[config.mk]
export PLATFORM = sky130hd
export DESIGN_NAME = ddr2_cmd_monitor_flat
export DESIGN_NICKNAME = d
export VERILOG_FILES = /design/src/rtl/ddr2_cmd_monitor_if.sv /design/src/rtl/ddr2_cmd_monitor.sv /design/src/flat_wrapper.sv
export SDC_FILE = /design/constraint.sdc
export NUM_CORES = 1
export LEC_CHECK = 0
export BUFFER_PORTS_ARGS = -buffer_cell sky130_fd_sc_hd__buf_2
export CORE_ASPECT_RATIO = 2
export CORE_UTILIZATION = 35
export CTS_CLUSTER_SIZE = 14
export DETAILED_ROUTE_END_ITERATION = 7
export PLACE_DENSITY = 0.61
export SLEW_MARGIN = 10
export SYNTH_ARGS = -nofsm -noshare
export SYNTH_HDL_FRONTEND = slang
export SYNTH_SLANG_ARGS = --single-unit
[constraint.sdc]
create_clock -name ck -period 7.7 [get_ports ck]
set_input_delay 0 -clock ck [delete_from_list [all_inputs] [get_ports ck]]
set_output_delay 0 -clock ck [all_outputs]
set_load 0.05 [all_outputs]
[src/rtl/ddr2_cmd_monitor_if.sv]
`default_nettype none
// ============================================================================
// Module      : ddr2_cmd_monitor_if
// Description : DDR2 command/address bus as seen by a passive monitor.
//               master : whoever drives the bus (controller / testbench)
//               slave  : the monitor, which only samples it
// Signals     : cke    clock enable
//               cs_n   per-rank chip select, active low
//               ras_n, cas_n, we_n  command
//               ba     bank address
//               addr   row/column/mode address (addr[10] = AP / precharge-all)
// Revision    : 1.0 - initial release
// ============================================================================
interface ddr2_cmd_monitor_if #(
  parameter int NUM_RANKS  = 2,
  parameter int BA_WIDTH   = 3,
  parameter int ADDR_WIDTH = 14
);
  logic                  cke;
  logic [NUM_RANKS-1:0]  cs_n;
  logic                  ras_n;
  logic                  cas_n;
  logic                  we_n;
  logic [BA_WIDTH-1:0]   ba;
  logic [ADDR_WIDTH-1:0] addr;

  modport master (output cke, cs_n, ras_n, cas_n, we_n, ba, addr);
  modport slave  (input  cke, cs_n, ras_n, cas_n, we_n, ba, addr);
endinterface
`default_nettype wire

[src/rtl/ddr2_cmd_monitor.sv]
`default_nettype none
// ============================================================================
// Module      : ddr2_cmd_monitor
// Description : Passive DDR2 command-bus protocol monitor. Decodes commands,
//               tracks per-rank/per-bank open state and gap timers, shadows
//               MR/EMR1 per rank and reports the highest-priority violation.
// Ports       : ck, rst      clock, asynchronous active-high reset
//               bus          command/address bus (slave modport, input only)
//               bank_open    open flag per bank, index rank*NUM_BANKS+bank
//               mr_shadow    last MRS (ba=0) value per rank
//               emr1_shadow  last EMRS1 (ba=1) value per rank
//               err_valid    one-cycle pulse per violation
//               err_code/err_rank/err_bank  held details of last violation
//               err_count    saturating violation counter
// Revision    : 1.0 - initial release
// ============================================================================
module ddr2_cmd_monitor #(
  parameter int NUM_RANKS  = 2,
  parameter int BA_WIDTH   = 3,
  parameter int ADDR_WIDTH = 14,
  parameter int T_RCD      = 4,
  parameter int T_RP       = 4,
  parameter int T_RAS      = 12,
  parameter int T_RFC      = 51,
  parameter int T_MRD      = 2
) (
  input  logic                                ck,
  input  logic                                rst,
  ddr2_cmd_monitor_if.slave                   bus,
  output logic [NUM_RANKS*(2**BA_WIDTH)-1:0]  bank_open,
  output logic [NUM_RANKS*ADDR_WIDTH-1:0]     mr_shadow,
  output logic [NUM_RANKS*ADDR_WIDTH-1:0]     emr1_shadow,
  output logic                                err_valid,
  output logic [3:0]                          err_code,
  output logic [1:0]                          err_rank,
  output logic [BA_WIDTH-1:0]                 err_bank,
  output logic [15:0]                         err_count
);
  localparam int NUM_BANKS = 2**BA_WIDTH;
  localparam int NUM_TOTAL = NUM_RANKS*NUM_BANKS;

  localparam logic [2:0] CMD_NOP = 3'b111;
  localparam logic [2:0] CMD_ACT = 3'b011;
  localparam logic [2:0] CMD_RD  = 3'b101;
  localparam logic [2:0] CMD_WR  = 3'b100;
  localparam logic [2:0] CMD_PRE = 3'b010;
  localparam logic [2:0] CMD_REF = 3'b001;
  localparam logic [2:0] CMD_MRS = 3'b000;
  localparam logic [2:0] CMD_BST = 3'b110;

  // A timer holds (edges since last clear) - 1, so the gap to the command
  // being sampled now is timer+1. Saturation at 255 keeps old events "far".
  logic [7:0]           bank_tmr [NUM_TOTAL];
  logic [7:0]           rank_tmr [NUM_RANKS];
  logic [NUM_RANKS-1:0] rank_mrs;   // rank timer last cleared by MRS (else REF)

  logic [2:0]          cmd;
  logic [2:0]          n_low;
  logic [1:0]          rank_sel;
  logic                decode;
  logic                multi;
  logic                cmd_ok;
  logic                sel_open;
  logic [7:0]          sel_btmr;
  logic [7:0]          sel_rtmr;
  logic                sel_mrs;
  logic                any_open;
  logic                pall_hit;
  logic [BA_WIDTH-1:0] pall_bank;
  logic [3:0]          next_code;
  logic [BA_WIDTH-1:0] next_bank;

  function automatic logic too_soon(input logic [7:0] tmr, input int limit);
    return (int'(tmr) + 1) < limit;
  endfunction

  assign cmd    = {bus.ras_n, bus.cas_n, bus.we_n};
  assign decode = bus.cke && (n_low == 3'd1);
  assign multi  = bus.cke && (n_low > 3'd1);
  // The undefined BST encoding is treated like a NOP: no checks, no update.
  assign cmd_ok = decode && (cmd != CMD_NOP) && (cmd != CMD_BST);

  always_comb begin
    n_low    = '0;
    rank_sel = '0;
    for (int r = 0; r < NUM_RANKS; r++) begin
      if (!bus.cs_n[r]) begin
        n_low    = n_low + 3'd1;
        rank_sel = 2'(r);
      end
    end
  end

  // Gather the addressed rank's state; precharge-all scans banks upward so
  // the first violating bank found is the lowest-numbered one.
  always_comb begin
    sel_open  = 1'b0;
    sel_btmr  = '0;
    sel_rtmr  = '0;
    sel_mrs   = 1'b0;
    any_open  = 1'b0;
    pall_hit  = 1'b0;
    pall_bank = '0;
    for (int r = 0; r < NUM_RANKS; r++) begin
      if (2'(r) == rank_sel) begin
        sel_rtmr = rank_tmr[r];
        sel_mrs  = rank_mrs[r];
        for (int b = 0; b < NUM_BANKS; b++) begin
          if (bank_open[r*NUM_BANKS+b]) begin
            any_open = 1'b1;
            if (!pall_hit && too_soon(bank_tmr[r*NUM_BANKS+b], T_RAS)) begin
              pall_hit  = 1'b1;
              pall_bank = BA_WIDTH'(b);
            end
          end
          if (BA_WIDTH'(b) == bus.ba) begin
            sel_open = bank_open[r*NUM_BANKS+b];
            sel_btmr = bank_tmr[r*NUM_BANKS+b];
          end
        end
      end
    end
  end

  // Violation priority: 1, 9, 7, then the per-command checks.
  always_comb begin
    next_code = 4'd0;
    next_bank = '0;
    if (multi) begin
      next_code = 4'd1;
    end else if (cmd_ok) begin
      if (sel_mrs && too_soon(sel_rtmr, T_MRD)) begin
        next_code = 4'd9;
      end else if (!sel_mrs && too_soon(sel_rtmr, T_RFC)) begin
        next_code = 4'd7;
      end else begin
        case (cmd)
          CMD_ACT: begin
            if (sel_open) begin
              next_code = 4'd2;
              next_bank = bus.ba;
            end else if (too_soon(sel_btmr, T_RP)) begin
              next_code = 4'd5;
              next_bank = bus.ba;
            end
          end
          CMD_RD, CMD_WR: begin
            if (!sel_open) begin
              next_code = 4'd3;
              next_bank = bus.ba;
            end else if (too_soon(sel_btmr, T_RCD)) begin
              next_code = 4'd4;
              next_bank = bus.ba;
            end
          end
          CMD_PRE: begin
            if (bus.addr[10]) begin
              if (pall_hit) begin
                next_code = 4'd6;
                next_bank = pall_bank;
              end
            end else if (sel_open && too_soon(sel_btmr, T_RAS)) begin
              next_code = 4'd6;
              next_bank = bus.ba;
            end
          end
          CMD_REF, CMD_MRS: begin
            if (any_open) next_code = 4'd8;
          end
          default: next_code = 4'd0;
        endcase
      end
    end
  end

  always_ff @(posedge ck or posedge rst) begin
    if (rst) begin
      bank_open <= '0;
      for (int i = 0; i < NUM_TOTAL; i++) bank_tmr[i] <= 8'hFF;
      for (int r = 0; r < NUM_RANKS; r++) rank_tmr[r] <= 8'hFF;
      rank_mrs    <= '0;
      mr_shadow   <= '0;
      emr1_shadow <= '0;
      err_valid   <= 1'b0;
      err_code    <= '0;
      err_rank    <= '0;
      err_bank    <= '0;
      err_count   <= '0;
    end else begin
      // Free-running saturating timers; clears below take precedence.
      for (int i = 0; i < NUM_TOTAL; i++) begin
        if (bank_tmr[i] != 8'hFF) bank_tmr[i] <= bank_tmr[i] + 8'd1;
      end
      for (int r = 0; r < NUM_RANKS; r++) begin
        if (rank_tmr[r] != 8'hFF) rank_tmr[r] <= rank_tmr[r] + 8'd1;
      end

      // State follows the command even when it was flagged.
      if (cmd_ok) begin
        for (int r = 0; r < NUM_RANKS; r++) begin
          if (2'(r) == rank_sel) begin
            for (int b = 0; b < NUM_BANKS; b++) begin
              if ((cmd == CMD_ACT) && (BA_WIDTH'(b) == bus.ba)) begin
                bank_open[r*NUM_BANKS+b] <= 1'b1;
                bank_tmr[r*NUM_BANKS+b]  <= '0;
              end
              // Auto-precharge acts as a PRE at the command edge.
              if (((cmd == CMD_PRE) && ((BA_WIDTH'(b) == bus.ba) || bus.addr[10])) ||
                  (((cmd == CMD_RD) || (cmd == CMD_WR)) && bus.addr[10] &&
                   (BA_WIDTH'(b) == bus.ba))) begin
                bank_open[r*NUM_BANKS+b] <= 1'b0;
                bank_tmr[r*NUM_BANKS+b]  <= '0;
              end
            end
            if ((cmd == CMD_REF) || (cmd == CMD_MRS)) begin
              rank_tmr[r] <= '0;
              rank_mrs[r] <= (cmd == CMD_MRS);
            end
            if ((cmd == CMD_MRS) && (bus.ba == '0))
              mr_shadow[r*ADDR_WIDTH +: ADDR_WIDTH] <= bus.addr;
            if ((cmd == CMD_MRS) && (bus.ba == BA_WIDTH'(1)))
              emr1_shadow[r*ADDR_WIDTH +: ADDR_WIDTH] <= bus.addr;
          end
        end
      end

      err_valid <= (next_code != 4'd0);
      if (next_code != 4'd0) begin
        err_code <= next_code;
        err_rank <= multi ? 2'd0 : rank_sel;
        err_bank <= next_bank;
        if (err_count != 16'hFFFF) err_count <= err_count + 16'd1;
      end
    end
  end
endmodule
`default_nettype wire

[src/flat_wrapper.sv]
// flat-port wrapper written by rule: the top's interface ports become plain ports
module ddr2_cmd_monitor_flat 
#(
  parameter int NUM_RANKS  = 2,
  parameter int BA_WIDTH   = 3,
  parameter int ADDR_WIDTH = 14,
  parameter int T_RCD      = 4,
  parameter int T_RP       = 4,
  parameter int T_RAS      = 12,
  parameter int T_RFC      = 51,
  parameter int T_MRD      = 2
)
  (ck, rst, bank_open, mr_shadow, emr1_shadow, err_valid, err_code, err_rank, err_bank, err_count, bus_cke, bus_cs_n, bus_ras_n, bus_cas_n, bus_we_n, bus_ba, bus_addr);
  ddr2_cmd_monitor_if #(.NUM_RANKS(NUM_RANKS), .BA_WIDTH(BA_WIDTH), .ADDR_WIDTH(ADDR_WIDTH)) bus_i ();
  input  logic ck;
  input  logic rst;
  output logic [NUM_RANKS*(2**BA_WIDTH)-1:0] bank_open;
  output logic [NUM_RANKS*ADDR_WIDTH-1:0] mr_shadow;
  output logic [NUM_RANKS*ADDR_WIDTH-1:0] emr1_shadow;
  output logic err_valid;
  output logic [3:0] err_code;
  output logic [1:0] err_rank;
  output logic [BA_WIDTH-1:0] err_bank;
  output logic [15:0] err_count;
  input wire logic [$bits(bus_i.cke)-1:0] bus_cke;
  input wire logic [$bits(bus_i.cs_n)-1:0] bus_cs_n;
  input wire logic [$bits(bus_i.ras_n)-1:0] bus_ras_n;
  input wire logic [$bits(bus_i.cas_n)-1:0] bus_cas_n;
  input wire logic [$bits(bus_i.we_n)-1:0] bus_we_n;
  input wire logic [$bits(bus_i.ba)-1:0] bus_ba;
  input wire logic [$bits(bus_i.addr)-1:0] bus_addr;
  assign bus_i.cke = bus_cke;
  assign bus_i.cs_n = bus_cs_n;
  assign bus_i.ras_n = bus_ras_n;
  assign bus_i.cas_n = bus_cas_n;
  assign bus_i.we_n = bus_we_n;
  assign bus_i.ba = bus_ba;
  assign bus_i.addr = bus_addr;
  ddr2_cmd_monitor #(.NUM_RANKS(NUM_RANKS), .BA_WIDTH(BA_WIDTH), .ADDR_WIDTH(ADDR_WIDTH), .T_RCD(T_RCD), .T_RP(T_RP), .T_RAS(T_RAS), .T_RFC(T_RFC), .T_MRD(T_MRD)) u_core (.ck(ck), .rst(rst), .bus(bus_i), .bank_open(bank_open), .mr_shadow(mr_shadow), .emr1_shadow(emr1_shadow), .err_valid(err_valid), .err_code(err_code), .err_rank(err_rank), .err_bank(err_bank), .err_count(err_count));
endmodule
==> flow_summary.toml <==
[synth]
yosys_warnings = 0
syn_nets = 1615
synth-seq-area-share_pct = 41.7
synth_cell_types = 89
synth-edff-count = 0
synthArstFlopShare_pct = 100
ys_top_cells_by_area = "dfstp_2, dfrtp_1, mux2_2"
synth_top_area_cell = "dfstp_2"
synth_area_per_cell_sq_um = 9.57
synth_ff_type = "dfstp_2"
synth.most_common_cell = "dfstp_2"
synth_common_cells = "dfstp_2, nor2_1, a21oi_1"
netlist_area_sq_um = 15000
ys_ff_latch = 243
synth_cells = 1568
synth_top_area_share_pct = 25.2

[grt]
grt_use_total_pct = 21.4
gr-total-overflow = 0
first_global_vias = 13100
antenna_found_initial = 0
grt_pass1_wl_mm = 73.2
grt_max_degree = 140

[sta]
timing.final.crit_period_ps = 4240
timing.final.ws_setup_ps = 3460
rsz0062_at_grt = "false"
tightest_slew_ps = 1340
fin_setup_tns_ps = 0
finClkSkew_ps = 17.5
hold_viol = 0
setup_violations = 0
slew-limit-headroom_pct = 8.27
fmax_ghz = 0.236
drv_slew = 0
fin_crit_sh_pct = 55.1

[die]
dieArea_sq_um = 43800
dieWidth_microns = 148
die_y_microns = 295
fp.coreArea_sq_um = 42400
io_pins = 123
initial_core_util_pct = 35.4
rows = 107

[min_path]
hold_start = "bus_cs_n[0]"
hp-class = "primary input to flip-flop"

[cts]
root_buffer = "clkbuf_16"
clkTransAtPathRegs_ps = 60
cts_tree = "built"
clk_latency_ps = 550
h-tree-depth = 1
cts_buffers = 25
clock-sinks = 243
post-cts-setup-buffers = 0
clockBufferDepth = 3

[detailed_routing]
drt_pass1_iterations = 6
wire_per_inst_microns = 20.9
viasPerCell = 5.75
antenna_left = 0
drtIter0Drc = 722
drc = 0
wl_mm = 46.2
vias = 12700

[worst_setup_path]
worst_path_max_delay_cell = "a2111oi_0"
critical_path_required_ps = 8130
cp_data_arrival_time_ps = 4670
crit_path_start_kind = "flip-flop"
cpLargestDelayFamily = "compound AO/OA/AOI/OAI gates"
worstSetupStartpoint = "u_core.rank_tmr[9]"
r2r_start = "u_core.rank_tmr[9]"
critPathMaxStageDelay_ps = 710
path_cells = "mux2_2 > ha_1 > o2111ai_1 > a2111oi_0 > o21ai_1 > a21oi_2 > o32a_1 > nand4_1 > a2111oi_4 > buf_4 > nor2_1 > mux2_1"
cp_max_fo = 24
endpoint_kind = "flip-flop"
path_buf_inv = 1
crit_type = "flip-flop to flip-flop"

[status]
status = "finished clean"

[place]
place_area_sq_um = 16000
hpwl_mm = 35.0
place_congestion = 0.965
dp_slack_ps = 3450
port-buffer-count = 121

[power_and_ir_drop]
powerDensity_nw_per_um2 = 406
power_leakage_nw = 7.35
ir_drop_mv = 0.259

[run]
max-cap-violations = 0

[final_layout]
nNetsFinal = 1695
area_delta_synth_final_pct = 13.7
final_cell_area_sq_um = 17100
drive_above_1_share_pct = 28.1
diodes = 0
nFillCells = 4150
[layout make-up]
type,count,area (sq um),share of cell area [%]
timing repair buffer,158,936,5.48
multi-input combinational,1181,8130,47.6
clock buffer,30,664,3.89
clock inverter,16,243,1.42
sequential,243,6260,36.7
inverter,39,154,0.902
tap,545,682,4.00
[metrics by stage]
stage / hold slack, ps / cells / util (%) / power, mW
floorplan: 151 / 1568 / - / 4.76
global placement: 269 / 2146 / 37.6 / 5.46
detailed placement: 278 / 2146 / 37.6 / 5.55
CTS: 73.5 / 2212 / 40.2 / 6.96
global route: 106 / 2212 / 40.2 / 7.37
finish: 94.5 / 2212 / 40.2 / 6.92
[routing by layer]
| metal | part of all wire (%) | GRT usage, % |
|---|---|---|
| met5 | 0 | 0 |
| met4 | 7.6 | 15.6 |
| met3 | 4.3 | 2.63 |
| met2 | 54 | 40.4 |
| met1 | 34 | 21.1 |
[logic make-up after synthesis]
group | count (synthesis) | share of synthesized area [%]
simple gates | 538 | 18.1
compound gates | 370 | 16.8
flops | 243 | 41.7
mux | 151 | 11.4
buf+inv | 144 | 4.29
xor+xnor | 99 | 5.78
fa+ha+maj | 22 | 1.83
other cells | 1 | 0.0250
[sequential cells by signal, indices dropped and copies added (netlist names), 2 cells and up]
signal              cells
u_core.bank_tmr       128
u_core.emr1_shadow     28
u_core.mr_shadow       28
u_core.bank_open       16
u_core.err_count       16
u_core.rank_tmr        16
u_core.err_code         4
u_core.err_bank         3
u_core.rank_mrs         2
[cell usage in the layout (no fill, tap or decap), drive strengths merged, types with 48 or more instances in the layout]
cell,synthesis,routed
dfstp,144,144
xnor2,58,58
buf,42,138
nand2,114,114
mux2i,48,48
nor3,53,53
dfrtp,99,99
a21oi,128,128
nor2,136,136
nand3,74,74
mux2,97,97
[tightest hold or removal path: cells and delay by family]
kind,cells,cell delay [ps]
compound gates,1,200
buf+inv,2,150
simple gates,1,70
fa+ha+maj,1,180
[power by group]
part	leakage, nW	internal [mW]	switching [mW]	total, mW
registers	2.82	2.07	0.924	3.00
clock network	0.445	0.819	0.538	1.36
logic	4.08	1.11	1.46	2.57
[what timing repair did]
action	CTS	global route
hold buffers	20	0
resized for setup	0	0
setup endpoints to repair	0	0
endpoints found under the hold margin	151	0
[final timing paths]
kind,endpoint,slack [ps],cells after the start
setup / recovery,u_core.err_count[1],3460,12
hold / removal,u_core.err_code[3],90,5
setup reg to reg,u_core.err_count[1],3460,12
hold reg to reg,u_core.err_code[1],490,1
max in group asynchronous,u_core.bank_open[4],6100,4
min in group asynchronous,u_core.emr1_shadow[14],180,3
No activity file was read; power rests on OpenSTA's default activity.
